**config.mk**
```make
export PLATFORM = sky130hd
export DESIGN_NAME = watch_ctrl_multi
export DESIGN_NICKNAME = d
export VERILOG_FILES = /design/src/rtl/watch_ctrl_multi.sv
export SDC_FILE = /design/constraint.sdc
export NUM_CORES = 1
export LEC_CHECK = 0
export ABC_AREA = 1
export BUFFER_PORTS_ARGS = -buffer_cell sky130_fd_sc_hd__buf_2
export CAP_MARGIN = 20
export CORE_UTILIZATION = 52
export DETAILED_ROUTE_END_ITERATION = 8
export PLACE_DENSITY = 0.73
export SETUP_SLACK_MARGIN = 0.15
export SYNTH_ARGS = -nofsm -noshare
export SYNTH_HDL_FRONTEND = slang
export SYNTH_SLANG_ARGS = --single-unit
export TNS_END_PERCENT = 100
```
**constraint.sdc**
```tcl
create_clock -name clk -period 2.9 [get_ports clk]
set_input_delay 0.29 -clock clk [delete_from_list [all_inputs] [get_ports clk]]
set_output_delay 0.29 -clock clk [all_outputs]
set_load 0.01 [all_outputs]
```
**src/rtl/watch_ctrl_multi.sv**
```systemverilog
// watch_ctrl_multi: BCD time-of-day watch with an alarm bank, alarm ring/timeout and stopwatch control.
// Ports: clk, rst (sync, active-high), tick (1 Hz enable), mode_btn/set_btn (one-cycle pulses);
//   hh_t..ss_u time digits; ah_t..am_u digits of alarm[alarm_idx]; alarm_en per-alarm enables;
//   alarm_idx/edit_idx edit position; state_out top state; en_sec_normal, en_sec_sw, save_split,
//   sel_sw, sw_clr stopwatch/display controls; alarm_hit, alarm_id, alarm_ring alarm status.
// Optional macro WATCH_SNOOZE_EN adds a snooze counter that re-rings SNOOZE_MIN minutes after an acknowledge.
module watch_ctrl_multi #(
    parameter int NUM_ALARMS   = 2,
    parameter int RING_SECONDS = 60,
    parameter int SNOOZE_MIN   = 5
) (
    input  logic                  clk,
    input  logic                  rst,
    input  logic                  tick,
    input  logic                  mode_btn,
    input  logic                  set_btn,
    output logic [3:0]            hh_t,
    output logic [3:0]            hh_u,
    output logic [3:0]            mm_t,
    output logic [3:0]            mm_u,
    output logic [3:0]            ss_t,
    output logic [3:0]            ss_u,
    output logic [3:0]            ah_t,
    output logic [3:0]            ah_u,
    output logic [3:0]            am_t,
    output logic [3:0]            am_u,
    output logic [NUM_ALARMS-1:0] alarm_en,
    output logic [1:0]            alarm_idx,
    output logic [2:0]            edit_idx,
    output logic [1:0]            state_out,
    output logic                  en_sec_normal,
    output logic                  en_sec_sw,
    output logic                  save_split,
    output logic                  sel_sw,
    output logic                  sw_clr,
    output logic                  alarm_hit,
    output logic [1:0]            alarm_id,
    output logic                  alarm_ring
);
    typedef enum logic [1:0] {NORMAL = 2'b00, SET_TIME = 2'b01, SET_ALARM = 2'b10, STOP_WATCH = 2'b11} state_t;
    typedef enum logic [1:0] {SW_IDLE, SW_RUN, SW_SPLIT, SW_STOP} sw_t;

    if (NUM_ALARMS < 1 || NUM_ALARMS > 4 || RING_SECONDS < 1 || SNOOZE_MIN < 1) begin : g_bad_param
        $error("watch_ctrl_multi: illegal parameter value");
    end

    state_t            state_q, state_d;
    sw_t               sw_q, sw_d;
    logic [2:0]        edit_q, edit_d;
    logic [1:0]        aidx_q, aidx_d;
    logic [23:0]       tm_q, tm_d, tinc;
    // Bank is always 4 deep so a 2-bit alarm_idx indexes it directly; unused slots stay disabled.
    logic [3:0][15:0]  alm_q, alm_d;
    logic [3:0]        en_q, en_d;
    logic              sw_clr_q, sw_clr_d;
    logic              hit_q, hit_d;
    logic [1:0]        id_q, id_d;
    logic              ring_q, ring_d;
    logic [15:0]       rcnt_q, rcnt_d;
    logic              roll;
`ifdef WATCH_SNOOZE_EN
    logic              snz_on_q, snz_on_d;
    logic [15:0]       snz_cnt_q, snz_cnt_d;
`endif

    function automatic logic [23:0] tm_inc(input logic [23:0] t);
        logic [3:0] ht, hu, mt, mu, st, su;
        {ht, hu, mt, mu, st, su} = t;
        if (su != 4'd9) su = su + 4'd1;
        else begin
            su = 4'd0;
            if (st != 4'd5) st = st + 4'd1;
            else begin
                st = 4'd0;
                if (mu != 4'd9) mu = mu + 4'd1;
                else begin
                    mu = 4'd0;
                    if (mt != 4'd5) mt = mt + 4'd1;
                    else begin
                        mt = 4'd0;
                        if (ht == 4'd2 && hu == 4'd3) {ht, hu} = 8'h00;
                        else if (hu == 4'd9) {ht, hu} = {ht + 4'd1, 4'd0};
                        else hu = hu + 4'd1;
                    end
                end
            end
        end
        return {ht, hu, mt, mu, st, su};
    endfunction

    // One set press on hh:mm digit idx; stepping hh_t to 2 clamps an hh_u above 3 back to 0.
    function automatic logic [15:0] edit_digits(input logic [15:0] v, input logic [2:0] idx);
        logic [3:0] ht, hu, mt, mu;
        {ht, hu, mt, mu} = v;
        if (idx == 3'd0) begin
            ht = (ht >= 4'd2) ? 4'd0 : ht + 4'd1;
            hu = (ht == 4'd2 && hu > 4'd3) ? 4'd0 : hu;
        end
        if (idx == 3'd1) hu = (hu >= ((ht == 4'd2) ? 4'd3 : 4'd9)) ? 4'd0 : hu + 4'd1;
        if (idx == 3'd2) mt = (mt >= 4'd5) ? 4'd0 : mt + 4'd1;
        if (idx == 3'd3) mu = (mu >= 4'd9) ? 4'd0 : mu + 4'd1;
        return {ht, hu, mt, mu};
    endfunction

    assign tinc = tm_inc(tm_q);

    always_comb begin
        state_d  = state_q;
        sw_d     = sw_q;
        edit_d   = edit_q;
        aidx_d   = aidx_q;
        tm_d     = tm_q;
        alm_d    = alm_q;
        en_d     = en_q;
        sw_clr_d = 1'b0;
        hit_d    = 1'b0;
        id_d     = id_q;
        ring_d   = ring_q;
        rcnt_d   = rcnt_q;
`ifdef WATCH_SNOOZE_EN
        snz_on_d  = snz_on_q;
        snz_cnt_d = snz_cnt_q;
`endif
        roll = 1'b0;
        if (tick && state_q != SET_TIME) begin
            tm_d = tinc;
            roll = tm_q[7:0] == 8'h59;
        end
        if (tick && ring_q) begin
            rcnt_d = rcnt_q - 16'd1;
            if (rcnt_q <= 16'd1) ring_d = 1'b0;
        end
        if (mode_btn) begin
            ring_d = 1'b0;
`ifdef WATCH_SNOOZE_EN
            if (ring_q) snz_on_d = 1'b0;
`endif
            case (state_q)
                NORMAL: begin
                    state_d = SET_TIME;
                    edit_d  = 3'd0;
                end
                SET_TIME: begin
                    if (edit_q == 3'd3) begin
                        tm_d[7:0] = 8'h00;
                        state_d   = SET_ALARM;
                        aidx_d    = 2'd0;
                        edit_d    = 3'd0;
                    end else edit_d = edit_q + 3'd1;
                end
                SET_ALARM: begin
                    if (edit_q != 3'd4) edit_d = edit_q + 3'd1;
                    else if (aidx_q < 2'(NUM_ALARMS - 1)) begin
                        aidx_d = aidx_q + 2'd1;
                        edit_d = 3'd0;
                    end else begin
                        state_d = STOP_WATCH;
                        aidx_d  = 2'd0;
                        edit_d  = 3'd0;
                    end
                end
                default: begin
                    state_d = NORMAL;
                    sw_d    = SW_IDLE;
                end
            endcase
        end else if (set_btn) begin
            case (state_q)
                NORMAL: begin
                    if (ring_q) begin
                        ring_d = 1'b0;
`ifdef WATCH_SNOOZE_EN
                        snz_on_d  = 1'b1;
                        snz_cnt_d = 16'(SNOOZE_MIN * 60);
`endif
                    end
                end
                SET_TIME: tm_d[23:8] = edit_digits(tm_q[23:8], edit_q);
                SET_ALARM: begin
                    if (edit_q == 3'd4) en_d[aidx_q] = ~en_q[aidx_q];
                    else alm_d[aidx_q] = edit_digits(alm_q[aidx_q], edit_q);
                end
                default: begin
                    sw_clr_d = sw_q == SW_IDLE;
                    sw_d     = (sw_q == SW_RUN) ? SW_SPLIT : (sw_q == SW_SPLIT) ? SW_STOP : SW_RUN;
                end
            endcase
        end
`ifdef WATCH_SNOOZE_EN
        if (tick && snz_on_q) begin
            snz_cnt_d = snz_cnt_q - 16'd1;
            if (snz_cnt_q <= 16'd1) begin
                snz_on_d = 1'b0;
                hit_d    = 1'b1;
                ring_d   = 1'b1;
                rcnt_d   = 16'(RING_SECONDS);
            end
        end
`endif
        // Descending scan so the lowest matching index is the one that sticks.
        if (roll) begin
            for (int i = 3; i >= 0; i--) begin
                if (en_q[i] && alm_q[i] == tinc[23:8]) begin
                    hit_d  = 1'b1;
                    id_d   = 2'(i);
                    ring_d = 1'b1;
                    rcnt_d = 16'(RING_SECONDS);
                end
            end
        end
    end

    always_ff @(posedge clk) begin
        if (rst) begin
            state_q  <= NORMAL;
            sw_q     <= SW_IDLE;
            edit_q   <= 3'd0;
            aidx_q   <= 2'd0;
            tm_q     <= 24'h0;
            alm_q    <= '0;
            en_q     <= 4'd0;
            sw_clr_q <= 1'b0;
            hit_q    <= 1'b0;
            id_q     <= 2'd0;
            ring_q   <= 1'b0;
            rcnt_q   <= 16'd0;
`ifdef WATCH_SNOOZE_EN
            snz_on_q  <= 1'b0;
            snz_cnt_q <= 16'd0;
`endif
        end else begin
            state_q  <= state_d;
            sw_q     <= sw_d;
            edit_q   <= edit_d;
            aidx_q   <= aidx_d;
            tm_q     <= tm_d;
            alm_q    <= alm_d;
            en_q     <= en_d;
            sw_clr_q <= sw_clr_d;
            hit_q    <= hit_d;
            id_q     <= id_d;
            ring_q   <= ring_d;
            rcnt_q   <= rcnt_d;
`ifdef WATCH_SNOOZE_EN
            snz_on_q  <= snz_on_d;
            snz_cnt_q <= snz_cnt_d;
`endif
        end
    end

    assign {hh_t, hh_u, mm_t, mm_u, ss_t, ss_u} = tm_q;
    assign {ah_t, ah_u, am_t, am_u} = alm_q[aidx_q];
    assign alarm_en      = en_q[NUM_ALARMS-1:0];
    assign alarm_idx     = aidx_q;
    assign edit_idx      = edit_q;
    assign state_out     = state_q;
    assign en_sec_normal = state_q != SET_TIME;
    assign en_sec_sw     = sw_q == SW_RUN || sw_q == SW_SPLIT;
    assign save_split    = sw_q == SW_SPLIT;
    assign sel_sw        = sw_q != SW_IDLE;
    assign sw_clr        = sw_clr_q;
    assign alarm_hit     = hit_q;
    assign alarm_id      = id_q;
    assign alarm_ring    = ring_q;
endmodule

```
# After elaboration in Yosys (flattened, before gate mapping)

Cells that the tools add are included.

Register bits: 122
Latch bits: 0
Memory bits (writable): 0
ROM bits: 0
Bits of input ports: 5
Output and inout bits: 58
Logic and storage cells: 242
Memories kept: 0

Add/subtract/negate cells: 14
Multipliers: 0
Divide/modulo/power cells: 0
Magnitude comparators: 14
Eq/ne operators: 33
Shift-type cells: 0
Muxes and demuxes: 130
Bitwise logic cells: 5
Reduce and logical (&&, ||, !) cells: 29

Operator list:

| cell                                                              | count |
|---|---|
| two-way mux 4 bit                                                 | 70 |
| two-way mux 16 bit                                                | 11 |
| bitwise mux 64 bit                                                | 1 |
| == test 16 bit                                                    | 4 |
| adder 4 x 1 -> 4 bit, second input constant                       | 11 |
| binary-select mux 16 bit (select 2 bit)                           | 1 |
| demux 16 bit (select 2 bit)                                       | 1 |
| two-way mux 2 bit                                                 | 16 |
| == test 4 x 2 -> 1 bit, second input constant                     | 6 |
| two-way mux 24 bit                                                | 1 |
| two-way mux 8 bit                                                 | 3 |
| two-way mux 1 bit                                                 | 18 |
| less-or-equal comparator 16 x 1 -> 1 bit, second input constant   | 1 |
| != test 4 bit, second input constant                              | 4 |
| AND reduction 4 bit                                               | 4 |
| subtractor 16 x 1 -> 16 bit, second input constant                | 1 |
| logical AND 1 bit                                                 | 10 |
| != test 2 bit, second input constant                              | 5 |
| one-hot mux 3 bit (3 select lines)                                | 1 |
| == test 8 x 7 -> 1 bit, second input constant                     | 1 |
| greater-or-equal comparator 4 x 2 -> 1 bit, second input constant | 2 |
| greater-or-equal comparator 4 x 3 -> 1 bit, second input constant | 2 |
| greater-or-equal comparator 4 bit                                 | 2 |
| greater-or-equal comparator 4 bit, second input constant          | 2 |
| other kinds (33)                                                  | 47 |

# Depth between registers and ports, before layout

Word-level depth: 20
Gate-level depth with buffers: 23
Mapped depth without buffers: 22

# Least setup slack after synthesis

Ideal clock, no wire load.

Kind: reg-to-reg
Start point: register aidx_q[1] (netlist: alarm_idx[1])
End point: register alm_q[11] (netlist name)
Library setup time: 128 ps
Arrival: 2826 ps
Required time: 2772 ps
Setup slack: -54 ps
Stages on the path, launching flop included: 24
Buffers on the path: 1
Period minus slack after synthesis: 2954 ps
Path through: dfxtp_1 > buf_2 > inv_2 > a21oi_1 > o21ai_0 > nand2_1 > inv_1 > ha_1 > inv_1 > nand3_1 > nor3_2 > nand2_1 > o21ai_0 > nand2_1 > nor3_1 > inv_1 > ha_1 > nand3_1 > nand2_1 > nand3_1 > nand2_1 > nand2_1 > nand2_1 > a21oi_1

Word-level cells in the longest chain between the ends: 20
Elaborated cells between the ends (all ways): 35
Those cells by class: add/sub: 2; order compare: 5; eq/ne: 2; mux: 24; reduce/logical: 2

Ends and longest elaborated chain:

| element                                                                                   | RTL line | source |
|---|---|---|
| from (decl)                                                                               | 50       | `logic [1:0] aidx_q, aidx_d;` |
| from (signal assigned)                                                                    | 235      | `aidx_q <= aidx_d;` |
| binary-select mux 16 bit (select 2 bit) *                                                 | -        |  |
| two-way mux 16 bit *                                                                      | -        |  |
| named net ah_t[1]                                                                         | 23       | `output logic [3:0] ah_t,` |
| adder 4 x 1 -> 4 bit / greater-or-equal comparator 4 x 2 -> 1 bit (equally long branches) | 96       | `ht = (ht >= 4'd2) ? 4'd0 : ht + 4'd1;` |
| two-way mux 4 bit                                                                         | 96       |  |
| == test 4 x 2 -> 1 bit                                                                    | 97       | `hu = (ht == 4'd2 && hu > 4'd3) ? 4'd0 : hu;` |
| logical AND 1 bit                                                                         | 97       |  |
| two-way mux 4 bit                                                                         | 97       |  |
| [... 5 more ...]                                                                          | -        |  |
| adder 4 x 1 -> 4 bit / greater-or-equal comparator 4 bit (equally long branches)          | 99       | `if (idx == 3'd1) hu = (hu >= ((ht == 4'd2) ? 4'd3 : 4'd9)) ? 4'd0 : hu + 4'd1;` |
| two-way mux 4 bit                                                                         | 99       |  |
| two-way mux 4 bit *                                                                       | 99       |  |
| two-way mux 4 bit *                                                                       | 180      | `if (edit_q == 3'd4) en_d[aidx_q] = ~en_q[aidx_q];` |
| two-way mux 4 bit *                                                                       | 168      | `case (state_q)` |
| two-way mux 4 bit *                                                                       | 167      | `end else if (set_btn) begin` |
| two-way mux 4 bit *                                                                       | 133      | `if (mode_btn) begin` |
| bitwise mux 64 bit *                                                                      | 181      | `else alm_d[aidx_q] = edit_digits(alm_q[aidx_q], edit_q);` |
| to (signal assigned)                                                                      | 237      | `alm_q <= alm_d;` |
| to (decl)                                                                                 | 53       | `logic [3:0][15:0] alm_q, alm_d;` |

Mark *: on every way through the listed nets, which the timed path passes. The rest lies on a longest branch. The select of a mux whose other input is x is not followed.
A chain may end at the register's enable or synchronous reset.

# Worst setup path after layout

Start point: register alm_q[44] (netlist name)
End point: register alm_q[8] (netlist name)

Word-level cells in the longest chain between the ends: 20
Elaborated cells between the ends (all ways): 29
Those cells by class: add/sub: 2; order compare: 2; eq/ne: 2; mux: 22; reduce/logical: 1

Ends and longest elaborated chain:

| element                                                                                   | RTL line | source |
|---|---|---|
| binary-select mux 16 bit (select 2 bit) *                                                 | 181      |  |
| two-way mux 16 bit (not written as such) *                                                | 181      |  |
| adder 4 x 1 -> 4 bit / greater-or-equal comparator 4 x 2 -> 1 bit (equally long branches) | 96       |  |
| two-way mux 4 bit                                                                         | 96       |  |
| == test 4 x 2 -> 1 bit                                                                    | 97       |  |
| logical AND 1 bit                                                                         | 97       |  |
| two-way mux 4 bit                                                                         | 97       |  |
| two-way mux 4 bit                                                                         | 95       | `if (idx == 3'd0) begin` |
| [... 4 more ...]                                                                          | -        |  |
| adder 4 x 1 -> 4 bit / greater-or-equal comparator 4 bit (equally long branches)          | 99       |  |
| two-way mux 4 bit                                                                         | 99       |  |
| two-way mux 4 bit *                                                                       | 99       |  |
| two-way mux 4 bit *                                                                       | 180      |  |
| two-way mux 4 bit *                                                                       | 168      |  |
| two-way mux 4 bit *                                                                       | 167      |  |
| two-way mux 4 bit *                                                                       | 133      |  |
| bitwise mux 64 bit *                                                                      | 181      |  |

Mark *: on every way between the ends. The rest lies on a longest branch, timed or not. The select of a mux whose other input is x is not followed.

==> summary.md <==
| Metric | Value |
|---|---|
| Crit path launch | alm_q[44] |
| Syn Inst Count | 1,394 |
| CP Class | flop to flop |
| Net count after synthesis | 1,444 |
| CTS root buf | clkbuf_16 |
| Global placer's final weighted congestion | 0.962 |
| Ys Warns | 0 |
| Final ANT Viol Nets | 0 |
| Worst Hold End | state_out[1] |
| First-pass GRT wire length | 43,400 um |
| Sequential Power Share | 31.4% |
| CTS H-Tree Depth | 4 |
| HP Start | mode_btn |
| Core footprint | 16,500 um^2 |
| Clock power share | 38.2% |
| Max transition margin | 49.7% |
| Worst R2R End | alm_q[8] |
| CP max FO | 4 |
| Outcome | completed |
| Buf/Inv on CP | 4 |
| Largest net degree at the start of global routing | 46 |
| Skew final | 9.44 ps |
| Fmax | 351 MHz |
| Pint | 0.00368 W |
| DR iter-0 viols | 1,099 |
| First-pass DRT Iterations | 8 |
| Post-synth cell types | 49 |
| CP endpoint kind | flop |
| Pwr dens | 539 nW/um^2 |
| Clk sinks | 122 |
| Share of layout cells above drive strength 1 | 18.9% |
| Antenna fix cells | 0 |
| Comb pwr share | 30.4% |
| Post-synth top area cell | dfxtp_1 |
| Max Cap Viol | 0 |
| DR DRC count | 0 |
| Setup ws final | 54.4 ps |
| Maximum vdd drop | 0.453 mV |
| Worst-skew pair later-pin latency | 430 ps |
| Switch Pwr | 0.00204 W |
| Min Tclk post-route | 2850 ps |
| Starting Density | 52.9% |
| Initial antenna violation count | 0 |
| DIE HEIGHT | 132 um |
| Unrepaired setup endpoints after global routing | true |
| Commonest non-fill, non-tap cell in the layout | nand2_1 |
| Final WL | 28,300 um |
| R2R depth | 20 |
| Die area | 17,300 um^2 |
| Finished Layout Cells | 1,744 |
| Worst-Margin Slew | 750 ps |
| Cell total after placement | 1,687 |
| Overall Power | 0.00572 W |
| CP Data Required Time | 3230 ps |
| Final setup violation count | 0 |
| Total CTS buffers | 17 |
| Critical path's slowest cell | dfxtp_1 |
| Switching share of power | 35.7% |
| Via density per instance | 5.54 |
| FF+latch count, synth | 122 |
| Vias in the first global route | 8,448 |
| P_leak | 5.22 nW |
| Die X-Extent | 132 um |
| Worst R2R Setup Slack | 50 ps |
| Seq/Total Area, Yosys | 27.9% |
| Clock Pin Slew Worst Setup and Hold Paths | 60 ps |
| Placement Setup Slack | -20.4 ps |
| Core Util, Final | 64.2% |
| Routed WL per cell | 16.2 um |
| CTS tree | yes |
| Worst Hold Class | input port to flop |
| Nets | 1,562 |
| Fill count | 1,489 |
| Max clock buf depth | 2 |
| Port bufs | 62 |
| CP delay by family, top | simple AND/OR/NAND/NOR gates |
| Cts-stage hold buffer count | 0 |
| Count of pins over their slew limit | 0 |
| Cell mode on critical path | nand2_1 |
| WHS Path Cells | 3 |
| # IOs | 63 |
| Synth top area share | 27.9% |
| Most frequent cells in the layout | nand2_1 (326), inv_1 (213), a21oi_1 (125) |
| Grt ovf | 0 |
| Sequence of cells on the critical path | inv_1 > o21ai_1 > nand2_2 > ha_4 > inv_2 > nand3_2 > nor3_4 > nand2_1 > o21ai_2 > nand2_1 > nor3_2 > inv_1 > ha_1 > nand3_1 > nand2_1 > nand3_2 > nand4_1 > nand3_1 > nand2_1 > inv_1 |
| WP data arrival | 3180 ps |
| Setup TNS | 0 ps |
| Syn_area_per_cell | 6.27 um^2 |
| Max incr delay on CP | 360 ps |
| Reg-to-Reg Start | alm_q[44] |
| Hpwl dp | 20,800 um |
| Dominant cells by area after synthesis | dfxtp_1 (28%), nand2_1 (15%), inv_1 (9.4%), a21oi_1 (7.3%), o21ai_0 (6.8%) |
| CP Launch Type | flop |
| Num rows | 47 |
| Detailed-route via count | 9,654 |
| Synthesized area | 8750 um^2 |
| Total GRT Usage | 31.9% |
| Syn-to-layout area delta | 21.3% |
| Final worst path period share | 98.1% |
| Endpoints failing hold | 0 |
[state kept, by name, indices dropped and copies added (netlist names)]
register    count
alarm_hit       1
alarm_id        2
alarm_idx       2
alarm_ring      1
alm_q          64
edit_idx        3
en_q            4
rcnt_q         16
state_out       2
sw_clr          1
sw_q            2
tm_q           24
[cells by family after synthesis]
| kind of cell | synth area share, % |
|---|---|
| buffers and inverters | 12.1 |
| AO/OA/AOI/OAI | 17.2 |
| AND/OR/NAND/NOR | 33.5 |
| adder cells (fa/ha/maj) | 6.44 |
| XOR/XNOR | 2.80 |
| flip-flops | 27.9 |
[per-stage QoR]
step                instance area [um^2]  hold WS [ps]
global route                       10600           275
floorplan                           8820           444
finish                             10600           248
detailed placement                  9590           462
global placement                    9590           460
CTS                                10200           242
[power groups by stage]
stage | Sequential (W) | Combinational (W) | Clock (W)
after global routing | 0.00180 | 0.00189 | 0.00226
after global placement | 0.00183 | 0.00152 | 0
after CTS | 0.00179 | 0.00157 | 0.00218
after detailed placement | 0.00183 | 0.00154 | 0
final | 0.00180 | 0.00174 | 0.00219
after floorplan | 0.00184 | 0.00106 | 0
[what timing repair did]
| action | in CTS | in global routing |
|---|---|---|
| setup endpoints to repair | 19 | 54 |
| buffers inserted | 2 | 23 |
| pin swaps | 5 | 26 |
| cloned | 0 | 1 |
| resized for setup | 3 | 68 |
[area by class of cell]
| class | count | area (um^2) | share of cell area (%) |
|---|---|---|---|
| clock inverters | 11 | 118 | 1.11 |
| repair buffers | 140 | 920 | 8.67 |
| inverters | 227 | 868 | 8.19 |
| multi-input cells | 1004 | 5490 | 51.8 |
| clock buffers | 20 | 478 | 4.51 |
| flip-flops and latches | 122 | 2450 | 23.1 |
| well taps | 220 | 275 | 2.59 |
[metal layers]
metal	wire length [um]	part of all wire, %	global-route usage, %	vias to the layer above
met5	0	0	0	-
li1	-	-	-	4731
met1	12400	44	43.8	4333
met4	934	3.3	14.1	0
met2	12500	44	49.2	511
met3	2470	8.7	4.98	79
[cell usage after synthesis, drive strengths merged]
| cell | number |
|---|---|
| nor4 | 5 |
| inv | 223 |
| a211oi | 2 |
| clkbuf | 28 |
| dfxtp | 122 |
| a22oi | 2 |
| o221ai | 6 |
| or2 | 1 |
| nand3b | 7 |
| buf | 14 |
| nand2 | 363 |
| o31ai | 1 |
| xor2 | 22 |
| nand4 | 11 |
| o21a | 1 |
| o21ai | 120 |
| nand3 | 120 |
| a32oi | 1 |
| nor3 | 13 |
| ha | 45 |
| o21bai | 1 |
| nor2 | 128 |
| o311ai | 1 |
| a31oi | 4 |
| xnor2 | 6 |
| o22ai | 4 |
| a221oi | 4 |
| clkinv | 4 |
| o211ai | 4 |
| nor3b | 1 |
| a21oi | 128 |
| a31o | 2 |
[worst max-delay path by stage]
stage               end  cells past startpoint  slack, ps
3_3_place_gp   alm_q[9]                     21         40
3_5_place_dp   alm_q[8]                     21        -20
2_1_floorplan  alm_q[9]                     23        140
6_report       alm_q[8]                     20         50
4_1_cts        alm_q[8]                     21        150
5_1_grt        alm_q[8]                     20       -120
[worst min-delay path: cells and delay by family]
| family | cells | cell delay (ps) |
|---|---|---|
| buffers and inverters | 1 | 150 |
| AND/OR/NAND/NOR | 1 | 120 |
| AO/OA/AOI/OAI | 1 | 60 |
Power figures use the tool's default switching activity.
